==> src/rtl/fetch_ctrl_if.sv <==
// Purpose : bundles the imem request/response, redirect and decode-side
//           handshake signals of the fetch controller into one port.
// Ports   : master = fetch_ctrl view (drives imem request and FIFO head),
//           slave  = surrounding pipeline view (drives redirect, imem
//           response and decode ready).
interface fetch_ctrl_if;
   // redirect from execute / trap logic
   logic        i_redirect;
   logic [31:0] i_redirect_pc;
   // instruction memory read port
   logic        o_imem_ren;
   logic [31:0] o_imem_raddr;
   logic        i_imem_rvalid;
   logic [31:0] i_imem_rdata;
   // decode-side valid/ready
   logic        o_inst_valid;
   logic [31:0] o_inst;
   logic [31:0] o_inst_pc;
   logic        i_inst_ready;

   modport master (
      input  i_redirect, i_redirect_pc,
      output o_imem_ren, o_imem_raddr,
      input  i_imem_rvalid, i_imem_rdata,
      output o_inst_valid, o_inst, o_inst_pc,
      input  i_inst_ready
   );

   modport slave (
      output i_redirect, i_redirect_pc,
      input  o_imem_ren, o_imem_raddr,
      output i_imem_rvalid, i_imem_rdata,
      input  o_inst_valid, o_inst, o_inst_pc,
      output i_inst_ready
   );
endinterface

==> src/rtl/fetch_ctrl.sv <==
// Purpose     : owns the PC, issues one-outstanding imem reads and buffers
//               returned words with their PCs toward decode; redirects flush
//               the buffer and discard the stale in-flight response.
// Latency     : ren at cycle N, rvalid at N+1 -> o_inst_valid at N+2; one
//               fetch per cycle with 1-cycle imem and decode always ready.
// Backpressure: a read issues only when a buffer slot is guaranteed for its
//               response, so decode stalls simply stop fetching.
// Ports       : i_clk, i_rst (async, active high), bus (fetch_ctrl_if.master:
//               redirect in, imem read port, decode valid/ready out).
module fetch_ctrl #(
   parameter logic [31:0] RESET_ADDR = 32'h0000_0000,
   parameter int unsigned FIFO_DEPTH = 2
) (
   input  logic         i_clk,
   input  logic         i_rst,
   fetch_ctrl_if.master bus
);

   localparam int unsigned PTR_W = $clog2(FIFO_DEPTH);
   localparam int unsigned CNT_W = PTR_W + 1;

   // RUN  : nothing outstanding
   // WAIT : one read outstanding, its response is wanted
   // KILL : one read outstanding, its response belongs to a flushed path
   typedef enum logic [1:0] {
      ST_RUN  = 2'd0,
      ST_WAIT = 2'd1,
      ST_KILL = 2'd2
   } state_t;

   typedef struct packed {
      logic [31:0] pc;
      logic [31:0] inst;
   } entry_t;

   state_t           state_q, state_d;
   logic [31:0]      pc_q, pc_d;
   logic [31:0]      req_pc_q, req_pc_d;

   entry_t           fifo_q [FIFO_DEPTH];
   logic [PTR_W-1:0] rd_ptr_q, wr_ptr_q;
   logic [CNT_W-1:0] count_q;

   logic             free_now;
   logic             push;
   logic             pop;
   logic             issue;
   logic [CNT_W:0]   occ_after;
   logic             unused_redirect_lsbs;

   // The redirect target is word aligned here; the low bits carry nothing.
   assign unused_redirect_lsbs = ^bus.i_redirect_pc[1:0];

   //------------------------------------------------------------------
   // Handshake decode
   //------------------------------------------------------------------
   // The outstanding slot frees up this cycle if nothing is in flight or
   // the in-flight response is arriving now (wanted or not).
   assign free_now = (state_q == ST_RUN) || bus.i_imem_rvalid;
   assign push     = (state_q == ST_WAIT) && bus.i_imem_rvalid && !bus.i_redirect;
   assign pop      = bus.o_inst_valid && bus.i_inst_ready && !bus.i_redirect;

   // Occupancy once this cycle's push/pop settle. pop implies count_q != 0,
   // so this never underflows.
   assign occ_after = {1'b0, count_q} + (CNT_W+1)'(push) - (CNT_W+1)'(pop);

   // Issuing only when a slot remains after this cycle reserves room for the
   // response: with one read outstanding nothing else can push before it.
   // Reset gates the request so the port is quiet while i_rst is held.
   assign issue = !i_rst && free_now && !bus.i_redirect &&
                  (occ_after < (CNT_W+1)'(FIFO_DEPTH));

   assign bus.o_imem_ren   = issue;
   assign bus.o_imem_raddr = pc_q;

   //------------------------------------------------------------------
   // Fetch FSM
   //------------------------------------------------------------------
   always_ff @(posedge i_clk or posedge i_rst) begin
      if (i_rst) begin
         state_q  <= ST_RUN;
         pc_q     <= RESET_ADDR;
         req_pc_q <= '0;
      end else begin
         state_q  <= state_d;
         pc_q     <= pc_d;
         req_pc_q <= req_pc_d;
      end
   end

   always_comb begin
      state_d  = state_q;
      pc_d     = pc_q;
      req_pc_d = req_pc_q;

      if (bus.i_redirect) begin
         // A read still in flight after this edge belongs to the old path.
         // New-path fetch starts on the next cycle at the earliest.
         pc_d = {bus.i_redirect_pc[31:2], 2'b00};
         if ((state_q != ST_RUN) && !bus.i_imem_rvalid) begin
            state_d = ST_KILL;
         end else begin
            state_d = ST_RUN;
         end
      end else if (issue) begin
         req_pc_d = pc_q;
         pc_d     = pc_q + 32'd4;
         state_d  = ST_WAIT;
      end else if (free_now) begin
         state_d = ST_RUN;
      end
   end

   //------------------------------------------------------------------
   // Instruction buffer
   //------------------------------------------------------------------
   // Storage is cleared on reset so the head outputs read zero until the
   // first word lands. A push and pop on a full buffer share the same slot
   // index safely: the head is read before the edge that overwrites it.
   always_ff @(posedge i_clk or posedge i_rst) begin
      if (i_rst) begin
         for (int i = 0; i < FIFO_DEPTH; i++) begin
            fifo_q[i] <= '0;
         end
         rd_ptr_q <= '0;
         wr_ptr_q <= '0;
         count_q  <= '0;
      end else if (bus.i_redirect) begin
         rd_ptr_q <= '0;
         wr_ptr_q <= '0;
         count_q  <= '0;
      end else begin
         if (push) begin
            fifo_q[wr_ptr_q] <= '{pc: req_pc_q, inst: bus.i_imem_rdata};
            wr_ptr_q         <= wr_ptr_q + PTR_W'(1);
         end
         if (pop) begin
            rd_ptr_q <= rd_ptr_q + PTR_W'(1);
         end
         count_q <= occ_after[CNT_W-1:0];
      end
   end

   assign bus.o_inst_valid = (count_q != '0);
   assign bus.o_inst       = fifo_q[rd_ptr_q].inst;
   assign bus.o_inst_pc    = fifo_q[rd_ptr_q].pc;

endmodule

==> src/flat_wrapper.sv <==
// flat-port wrapper written by rule: the top's interface ports become plain ports
module fetch_ctrl_flat 
#(
   parameter logic [31:0] RESET_ADDR = 32'h0000_0000,
   parameter int unsigned FIFO_DEPTH = 2
)
  (i_clk, i_rst, bus_i_redirect, bus_i_redirect_pc, bus_o_imem_ren, bus_o_imem_raddr, bus_i_imem_rvalid, bus_i_imem_rdata, bus_o_inst_valid, bus_o_inst, bus_o_inst_pc, bus_i_inst_ready);
  fetch_ctrl_if bus_i ();
  input  logic i_clk;
  input  logic i_rst;
  input wire logic [$bits(bus_i.i_redirect)-1:0] bus_i_redirect;
  input wire logic [$bits(bus_i.i_redirect_pc)-1:0] bus_i_redirect_pc;
  output wire logic [$bits(bus_i.o_imem_ren)-1:0] bus_o_imem_ren;
  output wire logic [$bits(bus_i.o_imem_raddr)-1:0] bus_o_imem_raddr;
  input wire logic [$bits(bus_i.i_imem_rvalid)-1:0] bus_i_imem_rvalid;
  input wire logic [$bits(bus_i.i_imem_rdata)-1:0] bus_i_imem_rdata;
  output wire logic [$bits(bus_i.o_inst_valid)-1:0] bus_o_inst_valid;
  output wire logic [$bits(bus_i.o_inst)-1:0] bus_o_inst;
  output wire logic [$bits(bus_i.o_inst_pc)-1:0] bus_o_inst_pc;
  input wire logic [$bits(bus_i.i_inst_ready)-1:0] bus_i_inst_ready;
  assign bus_i.i_redirect = bus_i_redirect;
  assign bus_i.i_redirect_pc = bus_i_redirect_pc;
  assign bus_o_imem_ren = bus_i.o_imem_ren;
  assign bus_o_imem_raddr = bus_i.o_imem_raddr;
  assign bus_i.i_imem_rvalid = bus_i_imem_rvalid;
  assign bus_i.i_imem_rdata = bus_i_imem_rdata;
  assign bus_o_inst_valid = bus_i.o_inst_valid;
  assign bus_o_inst = bus_i.o_inst;
  assign bus_o_inst_pc = bus_i.o_inst_pc;
  assign bus_i.i_inst_ready = bus_i_inst_ready;
  fetch_ctrl #(.RESET_ADDR(RESET_ADDR), .FIFO_DEPTH(FIFO_DEPTH)) u_core (.i_clk(i_clk), .i_rst(i_rst), .bus(bus_i));
endmodule
==> config.mk <==
export PLATFORM = sky130hd
export DESIGN_NAME = fetch_ctrl_flat
export DESIGN_NICKNAME = d
export VERILOG_FILES = /design/src/rtl/fetch_ctrl_if.sv /design/src/rtl/fetch_ctrl.sv /design/src/flat_wrapper.sv
export SDC_FILE = /design/constraint.sdc
export NUM_CORES = 1
export LEC_CHECK = 0
export CORE_MARGIN = 2
export CORE_UTILIZATION = 35
export CTS_CLUSTER_DIAMETER = 100
export DETAILED_ROUTE_END_ITERATION = 12
export DONT_BUFFER_PORTS = 1
export GPL_TIMING_DRIVEN = 0
export PLACE_DENSITY_LB_ADDON = 0.1
export SLEW_MARGIN = 0
export SYNTH_ARGS = -nofsm -noshare
export SYNTH_HDL_FRONTEND = slang
export SYNTH_SLANG_ARGS = --single-unit
==> constraint.sdc <==
create_clock -name i_clk -period 6.6 [get_ports i_clk]
set_input_delay 1.65 -clock i_clk [delete_from_list [all_inputs] [get_ports i_clk]]
set_output_delay 1.65 -clock i_clk [all_outputs]
set_load 0.02 [all_outputs]
* After elaboration in Yosys (flattened, before gate mapping)
Cells that the tools add are included.
** Cells by class
- Equality and inequality tests :: 1
- Bitwise operators :: 3
- Muxes and demuxes :: 17
- Reductions and logical operators :: 22
- Magnitude comparators :: 4
- $add $sub $neg :: 5
** Operator list (number)
- 64-bit 2-to-1 mux :: 4
- 128-bit bitwise mux :: 1
- 64-bit demux with 1-bit select :: 1
- 32-bit 2-to-1 mux :: 2
- 32-bit by 3-bit adder with 32-bit output, second input constant :: 1
- 2-bit 2-to-1 mux :: 5
- 2-bit nonzero test :: 5
- 1-bit logical AND :: 9
- 2-bit >= comparator, second input constant :: 2
- 1-bit 2-to-1 mux :: 4
- 1-bit NOT with 2-bit output :: 2
- 2-bit AND reduction :: 2
- 2-bit by 1-bit adder with 3-bit output :: 1
- 1-bit logical NOT :: 3
- 3-bit by 2-bit less-than comparator with 1-bit output, second input constant :: 1
- 3-bit nonzero test :: 1
- 3-bit by 1-bit subtractor with 3-bit output :: 1
- 1-bit adder, second input constant :: 2
- 2-bit by 1-bit == test with 1-bit output, second input constant :: 1
- 2-bit logical NOT :: 1
- 2-bit by 1-bit less-than comparator with 1-bit output, second input constant :: 1
- 1-bit logical OR :: 1
- 1-bit NOT :: 1
** Word-level totals
- Flip-flop bits (word level) :: 198
- Word-level logic and storage cells :: 62
- Input port bits :: 69

* Longest topological paths before layout
Gate-level depths: netlist (run 1).
- Depth after elaboration :: 9
- Depth in mapped cells :: 17

* Least setup slack after synthesis (run 1)
Ideal clock, no wire load.
- Path type :: input -> output
- From :: input bus_i_redirect
- To :: output bus_o_imem_ren
- Stages :: 14
- Slack :: 507 ps
- Data arrival time :: 4443 ps
- Path through :: clkbuf_1 > clkbuf_1 > nor2_1 > ha_1 > inv_1 > ha_1 > inv_1 > fa_1 > or3b_1 > or3_1 > buf_2 > clkinv_2 > buf_4 > buf_2
** On the way
- Cells in the longest elaborated chain, start to end :: 6
- Elaborated cells between the ends (all ways) :: 8
- Classes of those cells :: add/sub: 2; order compare: 1; reduce/logical: 5
** Ends and longest elaborated chain
- start: declaration :: RTL line flat_wrapper.sv:11 : input wire logic [$bits(bus_i.i_redirect)-1:0] bus_i_redirect;
- 1-bit logical NOT * :: RTL line fetch_ctrl.sv:60, fetch_ctrl.sv:61, fetch_ctrl.sv:70
- 1-bit logical AND :: RTL line fetch_ctrl.sv:60 : assign push = (state_q == ST_WAIT) && bus.i_imem_rvalid && !bus.i_redirect;
- 2-bit by 1-bit adder with 3-bit output :: RTL line fetch_ctrl.sv:65 : assign occ_after = {1'b0, count_q} + (CNT_W+1)'(push) - (CNT_W+1)'(pop);
- 3-bit by 1-bit subtractor with 3-bit output :: RTL line fetch_ctrl.sv:65
- 3-bit by 2-bit less-than comparator with 1-bit output :: RTL line fetch_ctrl.sv:71 : (occ_after < (CNT_W+1)'(FIFO_DEPTH));
- 1-bit logical AND * :: RTL line fetch_ctrl.sv:70 : assign issue = !i_rst && free_now && !bus.i_redirect &&
- end: declaration :: RTL line flat_wrapper.sv:13 : output wire logic [$bits(bus_i.o_imem_ren)-1:0] bus_o_imem_ren;
Mark *: on every way between the ends. The rest lies on a longest branch, timed or not.

* Final worst setup path (run 1)
Ends and elaborated chain as after synthesis.

==> flow_metrics.py, run 1 <==
metrics = {
    "sta": {
        "period_minus_slack_ns": 6.403,
        "rsz0062_at_grt": "false",
        "tns_ns": 0,
        "fin_skew_ns": 0.01489,
        "hold_viol": 0,
        "tightest_slew_ns": 0.7568,
        "timing.final.crit_share": 0.9701,
        "fmax_mhz": 156.2,
        "hold_slack_ns": 0.4974,
        "relSlewSlack": 0.4954,
        "setup_viol": 0,
        "drv_slew": 0,
    },
    "clock_network": {
        "cts_made_buffers": 17,
        "cts_root_buf": "clkbuf_16",
        "clkLatencyLatePin_ns": 0.43,
        "clkTransAtPathRegs_ns": 0.07,
        "cts.htree.levels": 4,
        "cts_sinks": 190,
        "clk_path_buf_depth": 2,
        "tritoncts": "done",
    },
    "layout": {
        "syn2layout_area_growth_pct": 13.05,
        "fin_area_sq_um": 9812,
        "final_nets": 814,
        "final_cell_mix": "dfrtp_1 (190), mux2_2 (187), nand2_1 (125), o21ai_0 (22), clkbuf_1 (18)",
        "fin_util": 0.4035,
        "final_common_cell": "dfrtp_1",
        "layout-drive-gt1-share": 0.3395,
        "antenna_cells": 0,
    },
    "setup_path": {
        "path_class": "in2out",
        "cp-start-kind": "input port",
        "critical_path_buf_inv_count": 8,
        "crit_slowest_cell": "fa_1",
        "arrival_ns": 4.75,
        "required_ns": 4.95,
        "cpPeakStageDelay_ns": 0.50,
        "critPathCaptureType": "output pin",
        "cp_top_family": "buffers and inverters",
        "crit_chain": "clkbuf_2 -> clkbuf_2 -> nor2_1 -> ha_1 -> inv_1 -> ha_1 -> inv_1 -> fa_1 -> or3b_1 -> or3_1 -> buf_2 -> clkinv_2 -> buf_4 -> buf_2",
        "crit_fanout": 10,
    },
    "synthesis": {
        "syn-cell-area_sq_um": 8680,
        "synth_edf_count": 0,
        "synth_top_family_by_area": "multiplexers",
        "synth_area_per_cell_sq_um": 12.16,
        "syn-instance-count": 714,
        "yosys.area.top_type": "dfrtp_1",
        "synth-xor-area-share": 0.007064,
        "synth_compound_area_frac": 0.04642,
        "yosys.area_share.simple": 0.1171,
        "seq_area_frac_synth": 0.5478,
        "async_flop_share": 1.000,
        "synth_warnings": 0,
        "synth_top_area_share": 0.5478,
        "synthMuxAreaShare": 0.2461,
        "synthDistinctLibCells": 51,
        "synthTopCellsByArea": "dfrtp_1 (55%), mux2_2 (24%), nand2_1 (5.4%), o21ai_0 (1.3%), a221o_1 (0.92%)",
        "synthFlopType": "dfrtp_1",
        "synthAdderAreaFrac": 0.006631,
        "ys_ff_latch": 190,
    },
    "route": {
        "routed_wl_um": 21740,
        "firstDrtPassIters": 5,
        "wl_per_cell_um": 20.17,
        "ant_nets": 0,
        "vias": 5614,
        "drc": 0,
        "drt_iter0_drc": 290,
        "avgViaCountPerCell": 5.208,
    },
    "grt": {
        "grt-ovfl-total": 0,
        "grt_pass1_vias": 5911,
        "grt_max_degree": 40,
        "grt_usage": 0.1708,
        "grt_pass1_wl_um": 34100,
        "antenna_found_initial": 0,
    },
    "floorplanning": {
        "initial_utilization": 0.3569,
        "core-area_sq_um": 24320,
        "io_pins": 167,
        "chipHeight_um": 161.5,
        "fp.dieW_um": 161.5,
        "rows": 57,
        "dieArea_sq_um": 26070,
    },
    "power": {
        "p_per_area_nw_per_um2": 390.6,
        "ir_drop_mv": 0.1426,
        "leakage_uw": 0.004499,
        "power_uw": 3833,
    },
    "placement": {
        "portBuffers": 0,
        "detailed_place_hpwl_um": 15970,
        "dpl_cell_area_sq_um": 9200,
        "gp_congestion": 0.8903,
    },
    "min_path": {
        "hold_class": "reg2reg",
    },
    "run_status": {
        "status": "complete, no violations",
    },
    "flow_run": {
        "cap_violations": 0,
    },
}
## routing by layer
metal  wire [um]  vias to the layer above  track usage
met5           0                        -            0
li1            -                     2575            -
met4         136                        0      0.03856
met3        1634                        7      0.05598
met2       10450                      182       0.2805
met1        9521                     2850       0.2202
## flip-flops by register name, indices dropped and copies added (netlist names)
name and count:
u_core.fifo_q 124, u_core.count_q 2, u_core.state_q 2, u_core.bus.o_imem_raddr 30
u_core.wr_ptr_q 1, u_core.rd_ptr_q 1, u_core.req_pc_q 30
## path summary, 6_finish.rpt
kind,from,endpoint,slack (ns),cells after the start
min,u_core.req_pc_q[17]$_DFFE_PP0P_,u_core.req_pc_q[17]$_DFFE_PP0P_,0.50,2
max,bus_i_redirect,bus_o_imem_ren,0.20,14
min in group asynchronous,i_rst,u_core.bus.o_imem_raddr[15]$_DFFE_PP0P_,1.17,1
min reg2reg,u_core.req_pc_q[17]$_DFFE_PP0P_,u_core.req_pc_q[17]$_DFFE_PP0P_,0.50,2
max reg2reg,u_core.count_q[1]$_DFF_PP0_,u_core.bus.o_imem_raddr[12]$_DFFE_PP0P_,2.71,16
max in group asynchronous,i_rst,u_core.fifo_q[67]$_DFFE_PP0P_,4.36,4
## logic make-up after synthesis
| family | count (synthesis) |
|---|---|
| simple gates | 210 |
| flops | 190 |
| other cells | 1 |
| compound gates | 59 |
| mux | 190 |
| fa+ha+maj | 4 |
| buf+inv | 53 |
| xor+xnor | 7 |
## timing repair
item,in CTS,in global routing
endpoints found under the setup margin,1,0
hold buffers,0,0
buffers inserted,0,0
endpoints found under the hold margin,0,0
gates resized for setup,2,0
## metrics by stage
step / cells / setup WS, ns
6_report: 1078 / 0.1973
5_1_grt: 1078 / 0.01387
4_1_cts: 1078 / 0.1457
3_5_place_dp: 1046 / -0.2913
3_3_place_gp: 1041 / -0.2348
2_1_floorplan: 717 / 0.5069
## worst register-to-register path, stage by stage, from the launching register on
cell and delay (ns):
dfrtp_1 0.42, or2_2 0.38, nand2_1 0.14, nor2_1 0.05
ha_1 0.27, inv_1 0.06, ha_1 0.13, inv_1 0.05
fa_1 0.50, or3b_1 0.36, or3_1 0.31, buf_2 0.17
clkinv_2 0.07, nor2_1 0.12, clkbuf_1 0.31, o21ai_0 0.24
o311ai_0 0.16
## cell type report
class | count | area, sq um
sequential | 190 | 4755
clock buffer | 18 | 429.2
multi-input combinational | 474 | 3689
inverter | 7 | 31.28
timing repair buffer | 5 | 100.1
fill | 2360 | 14510
tap | 324 | 405.4
buffer | 46 | 222.7
clock inverter | 14 | 180.2
## report_power, final
part | total (uW) | leakage (uW) | switching (uW) | internal (uW)
clock network | 1070 | 0.000292 | 461 | 604
logic | 1000 | 0.00177 | 575 | 426
registers | 1770 | 0.00244 | 262 | 1500
total | 3830 | 0.00450 | 1300 | 2530
## cells in the mapped netlist (all sizes together), types with 2 or more instances
| library cell | instances |
|---|---|
| a21o | 2 |
| a21oi | 4 |
| a221o | 8 |
| a22oi | 2 |
| a31oi | 4 |
| a41oi | 2 |
| and3 | 3 |
| buf | 27 |
| clkbuf | 19 |
| dfrtp | 190 |
| ha | 3 |
| inv | 6 |
| mux2 | 187 |
| mux2i | 3 |
| nand2 | 125 |
| nand2b | 5 |
| nand3 | 16 |
| nand3b | 5 |
| nand4 | 12 |
| nand4b | 4 |
| nor2 | 17 |
| nor2b | 5 |
| nor3 | 2 |
| nor4 | 7 |
| o211ai | 6 |
| o21ai | 23 |
| o311ai | 5 |
| or2 | 2 |
| or3 | 2 |
| xnor2 | 2 |
| xor2 | 5 |
No activity file was read; power rests on OpenSTA's default activity.
==> run 2: changes to the inputs <==
==> constraint.sdc (replaced) <==
create_clock -name i_clk -period 7 [get_ports i_clk]
set_input_delay 1.75 -clock i_clk [delete_from_list [all_inputs] [get_ports i_clk]]
set_output_delay 1.75 -clock i_clk [all_outputs]
set_load 0.02 [all_outputs]
==> flow_metrics.py, run 2 (synthesized netlist as in run 1, its figures left out) <==
metrics = {
    "run_status": {
        "status": "complete, no violations",
    },
    "clock_network": {
        "clkTransAtPathRegs_ns": 0.07,
        "tritoncts": "done",
        "cts_made_buffers": 17,
        "postCtsHoldBufs": 0,
        "clk_path_buf_depth": 2,
        "cts_sinks": 190,
        "cts.htree.levels": 4,
        "cts_root_buf": "clkbuf_16",
        "clkLatencyLatePin_ns": 0.43,
    },
    "sta": {
        "timing.final.crit_share": 0.9637,
        "fin_skew_ns": 0.009452,
        "relSlewSlack": 0.5076,
        "drv_slew": 0,
        "period_minus_slack_ns": 6.746,
        "setup_viol": 0,
        "rsz0062_at_grt": "false",
        "tightest_slew_ns": 0.7386,
        "hold_viol": 0,
        "fmax_mhz": 148.2,
    },
    "floorplanning": {
        "initial_utilization": 0.3569,
        "core-area_sq_um": 24320,
        "io_pins": 167,
        "fp.dieW_um": 161.5,
        "rows": 57,
        "dieArea_sq_um": 26070,
        "chipHeight_um": 161.5,
    },
    "layout": {
        "largest_register_ffs": 124,
        "syn2layout_area_growth_pct": 11.89,
        "final-instance-count-excl-fill": 1074,
        "final_cell_mix": "dfrtp_1 (190), mux2_2 (187), nand2_1 (125), o21ai_0 (22), clkbuf_1 (18)",
        "antenna_cells": 0,
        "largest_register": "u_core.fifo_q",
        "final_common_cell": "dfrtp_1",
        "final_nets": 810,
        "layout-drive-gt1-share": 0.3360,
    },
    "grt": {
        "gr-usage-met3": 0.05521,
        "use_met2": 0.2605,
        "grt_pass1_vias": 5781,
        "grt_pass1_wl_um": 33930,
        "grt_usage": 0.1695,
        "grt-ovfl-total": 0,
        "grt_max_degree": 97,
        "use_met1": 0.2289,
        "antenna_found_initial": 0,
        "busiest_layer": "met2",
    },
    "placement": {
        "gp_congestion": 0.8447,
        "portBuffers": 0,
        "detailed_place_hpwl_um": 15490,
        "numPlacedInstances": 1042,
    },
    "setup_path": {
        "critPathCapture": "bus_o_imem_ren",
        "cp-start-kind": "input port",
        "crit_fanout": 10,
        "setup.worst_path.start": "bus_i_redirect",
        "reg2reg_depth": 16,
        "arrival_ns": 5.00,
        "critPathCaptureType": "output pin",
        "path_class": "in2out",
        "r2r_start": "u_core.count_q[1]$_DFF_PP0_",
        "r2r_slack_ns": 3.13,
        "required_ns": 5.25,
        "r2r_end": "u_core.bus.o_imem_raddr[12]$_DFFE_PP0P_",
    },
    "power": {
        "combPwrFrac": 0.264,
        "leakage_uw": 0.004450,
        "ir_drop_mv": 0.1603,
        "swShare": 0.3460,
        "clkPwrFrac": 0.267,
        "seq_power_share": 0.468,
        "switchingPower_uw": 1227,
        "p_per_area_nw_per_um2": 365.1,
        "power_uw": 3546,
        "p_int_uw": 2319,
    },
    "min_path": {
        "hold_depth": 1,
        "hold_class": "reg2reg",
    },
    "route": {
        "drc": 0,
        "wl_per_cell_um": 19.96,
        "drt_iter0_drc": 279,
        "routed_wl_um": 21440,
        "vias": 5565,
        "firstDrtPassIters": 4,
        "avgViaCountPerCell": 5.182,
        "ant_nets": 0,
    },
    "flow_run": {
        "cap_violations": 0,
    },
}
==> run 2: cell count changes in the layout (fill, tap and decap cells not counted), sizes merged <==
cell	previous run	this run
buf	32	28
clkinv	5	4
clkbuf	37	36
bufinv	3	1
inv	10	13
clkinvlp	3	4
==> run 2: through the flow <==
step	utilization	cell area, sq um	hold WS, ns	setup slack (ns)	TNS [ns]
detailed placement	0.3755	9131	0.4865	-0.02419	-0.02419
finish	0.3993	9712	0.5010	0.2541	0
CTS	0.3993	9712	0.5036	0.1931	0
floorplan	-	8691	0.4583	0.07951	0
global placement	0.3740	9096	0.4805	-1.702	-321.55
global route	0.3993	9712	0.5102	0.01843	0
==> run 2: area by class of cell <==
class,instances,area (sq um)
fill,2357,14610
inverter,7,35.03
tap,324,405.4
clock inverter,15,153.9
multi-input combinational,474,3689
buffer,46,221.5
timing repair buffer,1,27.53
clock buffer,17,425.4
sequential,190,4755
==> run 2: how the worst min path moves through the flow <==
stage               slack, ns                         endpoint                            start
finish                   0.50    u_core.fifo_q[56]$_DFFE_PP0P_    u_core.fifo_q[56]$_DFFE_PP0P_
global route             0.51    u_core.fifo_q[24]$_DFFE_PP0P_    u_core.fifo_q[24]$_DFFE_PP0P_
CTS                      0.50    u_core.fifo_q[56]$_DFFE_PP0P_    u_core.fifo_q[56]$_DFFE_PP0P_
detailed placement       0.49     u_core.fifo_q[7]$_DFFE_PP0P_     u_core.fifo_q[7]$_DFFE_PP0P_
global placement         0.48     u_core.fifo_q[0]$_DFFE_PP0P_     u_core.fifo_q[0]$_DFFE_PP0P_
floorplan                0.46  u_core.req_pc_q[27]$_DFFE_PP0P_  u_core.req_pc_q[27]$_DFFE_PP0P_
==> run 2: layer usage <==
layer	up-vias	share of wire	wire length (um)
met2	185	0.46	9912
met3	17	0.076	1625
met5	-	0	0
li1	2566	-	-
met4	0	0.015	332
met1	2797	0.45	9565
==> run 2: worst max-delay path, stage by stage <==
cell and delay, ns:
clkbuf_1 0.34, clkbuf_2 0.39, nor2_1 0.09, ha_1 0.27, inv_1 0.06, ha_1 0.13
inv_1 0.05, fa_1 0.50, or3b_1 0.36, or3_1 0.30, buf_2 0.17, clkinv_2 0.07
buf_4 0.19, buf_2 0.30
==> run 2: power by group through the flow <==
stage               Clock (uW)  Combinational [uW]  Sequential [uW]
global route              1030                1020             1710
CTS                        985                 959             1660
finish                     949                 938             1660
floorplan                    0                 807             1600
detailed placement           0                 953             1680
global placement             0                 935             1660
==> run 2: repair_timing <==
action                                  in CTS  in global routing
buffers inserted                             0                  0
endpoints found under the setup margin       1                  0
resized for setup                            1                  0
==> run 3: changes to the inputs <==
--- a/config.mk
+++ b/config.mk
@@ -5,12 +5,15 @@
 export SDC_FILE = /design/constraint.sdc
 export NUM_CORES = 1
 export LEC_CHECK = 0
+export CELL_PAD_IN_SITES_DETAIL_PLACEMENT = 2
+export CELL_PAD_IN_SITES_GLOBAL_PLACEMENT = 2
 export CORE_MARGIN = 2
 export CORE_UTILIZATION = 35
 export CTS_CLUSTER_DIAMETER = 100
 export DETAILED_ROUTE_END_ITERATION = 12
 export DONT_BUFFER_PORTS = 1
 export GPL_TIMING_DRIVEN = 0
+export MAX_ROUTING_LAYER = met4
 export PLACE_DENSITY_LB_ADDON = 0.1
 export SLEW_MARGIN = 0
 export SYNTH_ARGS = -nofsm -noshare
==> constraint.sdc (replaced) <==
create_clock -name i_clk -period 7.65 [get_ports i_clk]
set_input_delay 1.9125 -clock i_clk [delete_from_list [all_inputs] [get_ports i_clk]]
set_output_delay 1.9125 -clock i_clk [all_outputs]
set_load 0.02 [all_outputs]
==> flow_metrics.py, run 3 (synthesized netlist as in run 1, its figures left out) <==
metrics = {
    "setup_path": {
        "arrival_ns": 5.29,
        "crit_chain": "clkbuf_1 -> clkbuf_2 -> nor2_1 -> ha_1 -> inv_1 -> ha_1 -> inv_1 -> fa_1 -> or3b_1 -> or3_1 -> buf_2 -> clkinv_2 -> buf_4 -> buf_2",
        "crit_fanout": 10,
        "critPathCaptureType": "output pin",
        "required_ns": 5.74,
        "cpPeakStageDelay_ns": 0.51,
        "path_class": "in2out",
        "crit_slowest_cell": "fa_1",
        "cp-start-kind": "input port",
    },
    "sta": {
        "rsz0062_at_grt": "false",
        "drv_slew": 0,
        "fin_skew_ns": 0.01734,
        "relSlewSlack": 0.4458,
        "tns_ns": 0,
        "tightest_slew_ns": 0.8313,
        "worst_slack_ns": 0.4451,
        "fmax_mhz": 138.8,
        "hold_viol": 0,
        "period_minus_slack_ns": 7.205,
        "timing.final.crit_share": 0.9418,
        "setup_viol": 0,
    },
    "grt": {
        "grt_max_degree": 99,
        "grt_pass1_vias": 6501,
        "grt-ovfl-total": 0,
        "grt_pass1_wl_um": 39290,
        "antenna_found_initial": 0,
        "grt_usage": 0.2027,
    },
    "route": {
        "wl_per_cell_um": 22.77,
        "firstDrtPassIters": 4,
        "drc": 0,
        "vias": 5641,
        "avgViaCountPerCell": 5.252,
        "ant_nets": 0,
        "drt_iter0_drc": 245,
        "routed_wl_um": 24460,
    },
    "clock_network": {
        "clkTransAtPathRegs_ns": 0.07,
        "postCtsHoldBufs": 0,
        "post-cts-setup-buffer-count": 0,
        "clk_path_buf_depth": 2,
        "cts_sinks": 190,
        "clkLatencyLatePin_ns": 0.43,
        "cts_root_buf": "clkbuf_16",
        "tritoncts": "done",
        "cts_made_buffers": 17,
        "cts.htree.levels": 4,
        "cts.repair.resized": 0,
    },
    "placement": {
        "portBuffers": 0,
        "numPlacedInstances": 1042,
        "gp_congestion": 0.8158,
        "dpl_worst_slack_ns": 0.1665,
        "detailed_place_hpwl_um": 17890,
    },
    "power": {
        "p_per_area_nw_per_um2": 348.8,
        "ir_drop_mv": 0.09845,
        "leakage_uw": 0.004496,
    },
    "floorplanning": {
        "rows": 57,
        "core-area_sq_um": 24320,
        "dieArea_sq_um": 26070,
        "fp.dieW_um": 161.5,
        "io_pins": 167,
        "initial_utilization": 0.3569,
        "chipHeight_um": 161.5,
    },
    "flow_run": {
        "cap_violations": 0,
    },
    "layout": {
        "antenna_cells": 0,
        "fin_util": 0.4028,
        "largest_register_ffs": 124,
        "final_common_cell": "dfrtp_1",
        "final-instance-count-excl-fill": 1074,
        "final_nets": 810,
        "largest_register": "u_core.fifo_q",
        "syn2layout_area_growth_pct": 12.87,
        "final_cell_mix": "dfrtp_1 (190), mux2_2 (187), nand2_1 (125), o21ai_0 (22), clkbuf_1 (18)",
        "layout-drive-gt1-share": 0.3360,
    },
    "run_status": {
        "status": "complete, no violations",
    },
    "min_path": {
        "hold_class": "reg2reg",
    },
}
-- run 3: cell count changes in the layout (fill, tap and decap cells not counted) --
cell	before	now
inv_8	5	2
clkinv_4	2	0
bufinv_16	1	5
clkinvlp_4	4	2
inv_6	3	5
clkbuf_8	0	1
-- run 3: worst max-delay path: cells and delay by family --
family	cells	cell delay [ns]
buf+inv	8	1.67
fa+ha+maj	3	0.92
simple gates	3	0.79
-- run 3: per-stage QoR --
stage / area, sq um / total power [uW] / hold slack (ns)
floorplan: 8691 / 2204 / 0.4583
global placement: 9096 / 2375 / 0.4810
detailed placement: 9131 / 2450 / 0.4912
CTS: 9796 / 3473 / 0.5069
global route: 9797 / 3610 / 0.5180
finish: 9797 / 3418 / 0.5007
-- run 3: report_power, final --
| part | switching, uW | internal [uW] |
|---|---|---|
| clock | 407 | 597 |
| combinational | 513 | 365 |
| sequential | 239 | 1300 |
| total | 1160 | 2260 |
-- run 3: path summary, 6_finish.rpt --
check                                                   start                                       to  slack [ns]  depth (start not counted)
worst min-delay path            u_core.fifo_q[18]$_DFFE_PP0P_            u_core.fifo_q[18]$_DFFE_PP0P_        0.50                          1
worst max register to register    u_core.count_q[1]$_DFF_PP0_  u_core.bus.o_imem_raddr[28]$_DFFE_PP0P_        3.70                         16
max in group asynchronous                               i_rst            u_core.fifo_q[87]$_DFFE_PP0P_        5.28                          2
worst min register to register  u_core.fifo_q[18]$_DFFE_PP0P_            u_core.fifo_q[18]$_DFFE_PP0P_        0.50                          1
min in group asynchronous                               i_rst  u_core.bus.o_imem_raddr[20]$_DFFE_PP0P_        1.44                          1
worst max-delay path                           bus_i_redirect                           bus_o_imem_ren        0.45                         14
-- run 3: layer usage --
metal / vias up / GRT usage / share of wire / wire [um]
li1: 2563 / - / - / -
met1: 2931 / 0.2480 / 0.42 / 10310
met2: 140 / 0.3376 / 0.51 / 12370
met3: 7 / 0.05316 / 0.068 / 1655
met4: 0 / 0.04586 / 0.0049 / 119
met5: - / - / 0 / 0
-- run 3: cell type report --
cell class,count,area (sq um)
plain buffers,46,221.5
well taps,324,405.4
flip-flops and latches,190,4755
repair buffers,1,27.53
clock inverters,14,225.2
fillers,2487,14520
multi-input cells,474,3689
inverters,7,35.03
clock buffers,18,439.2
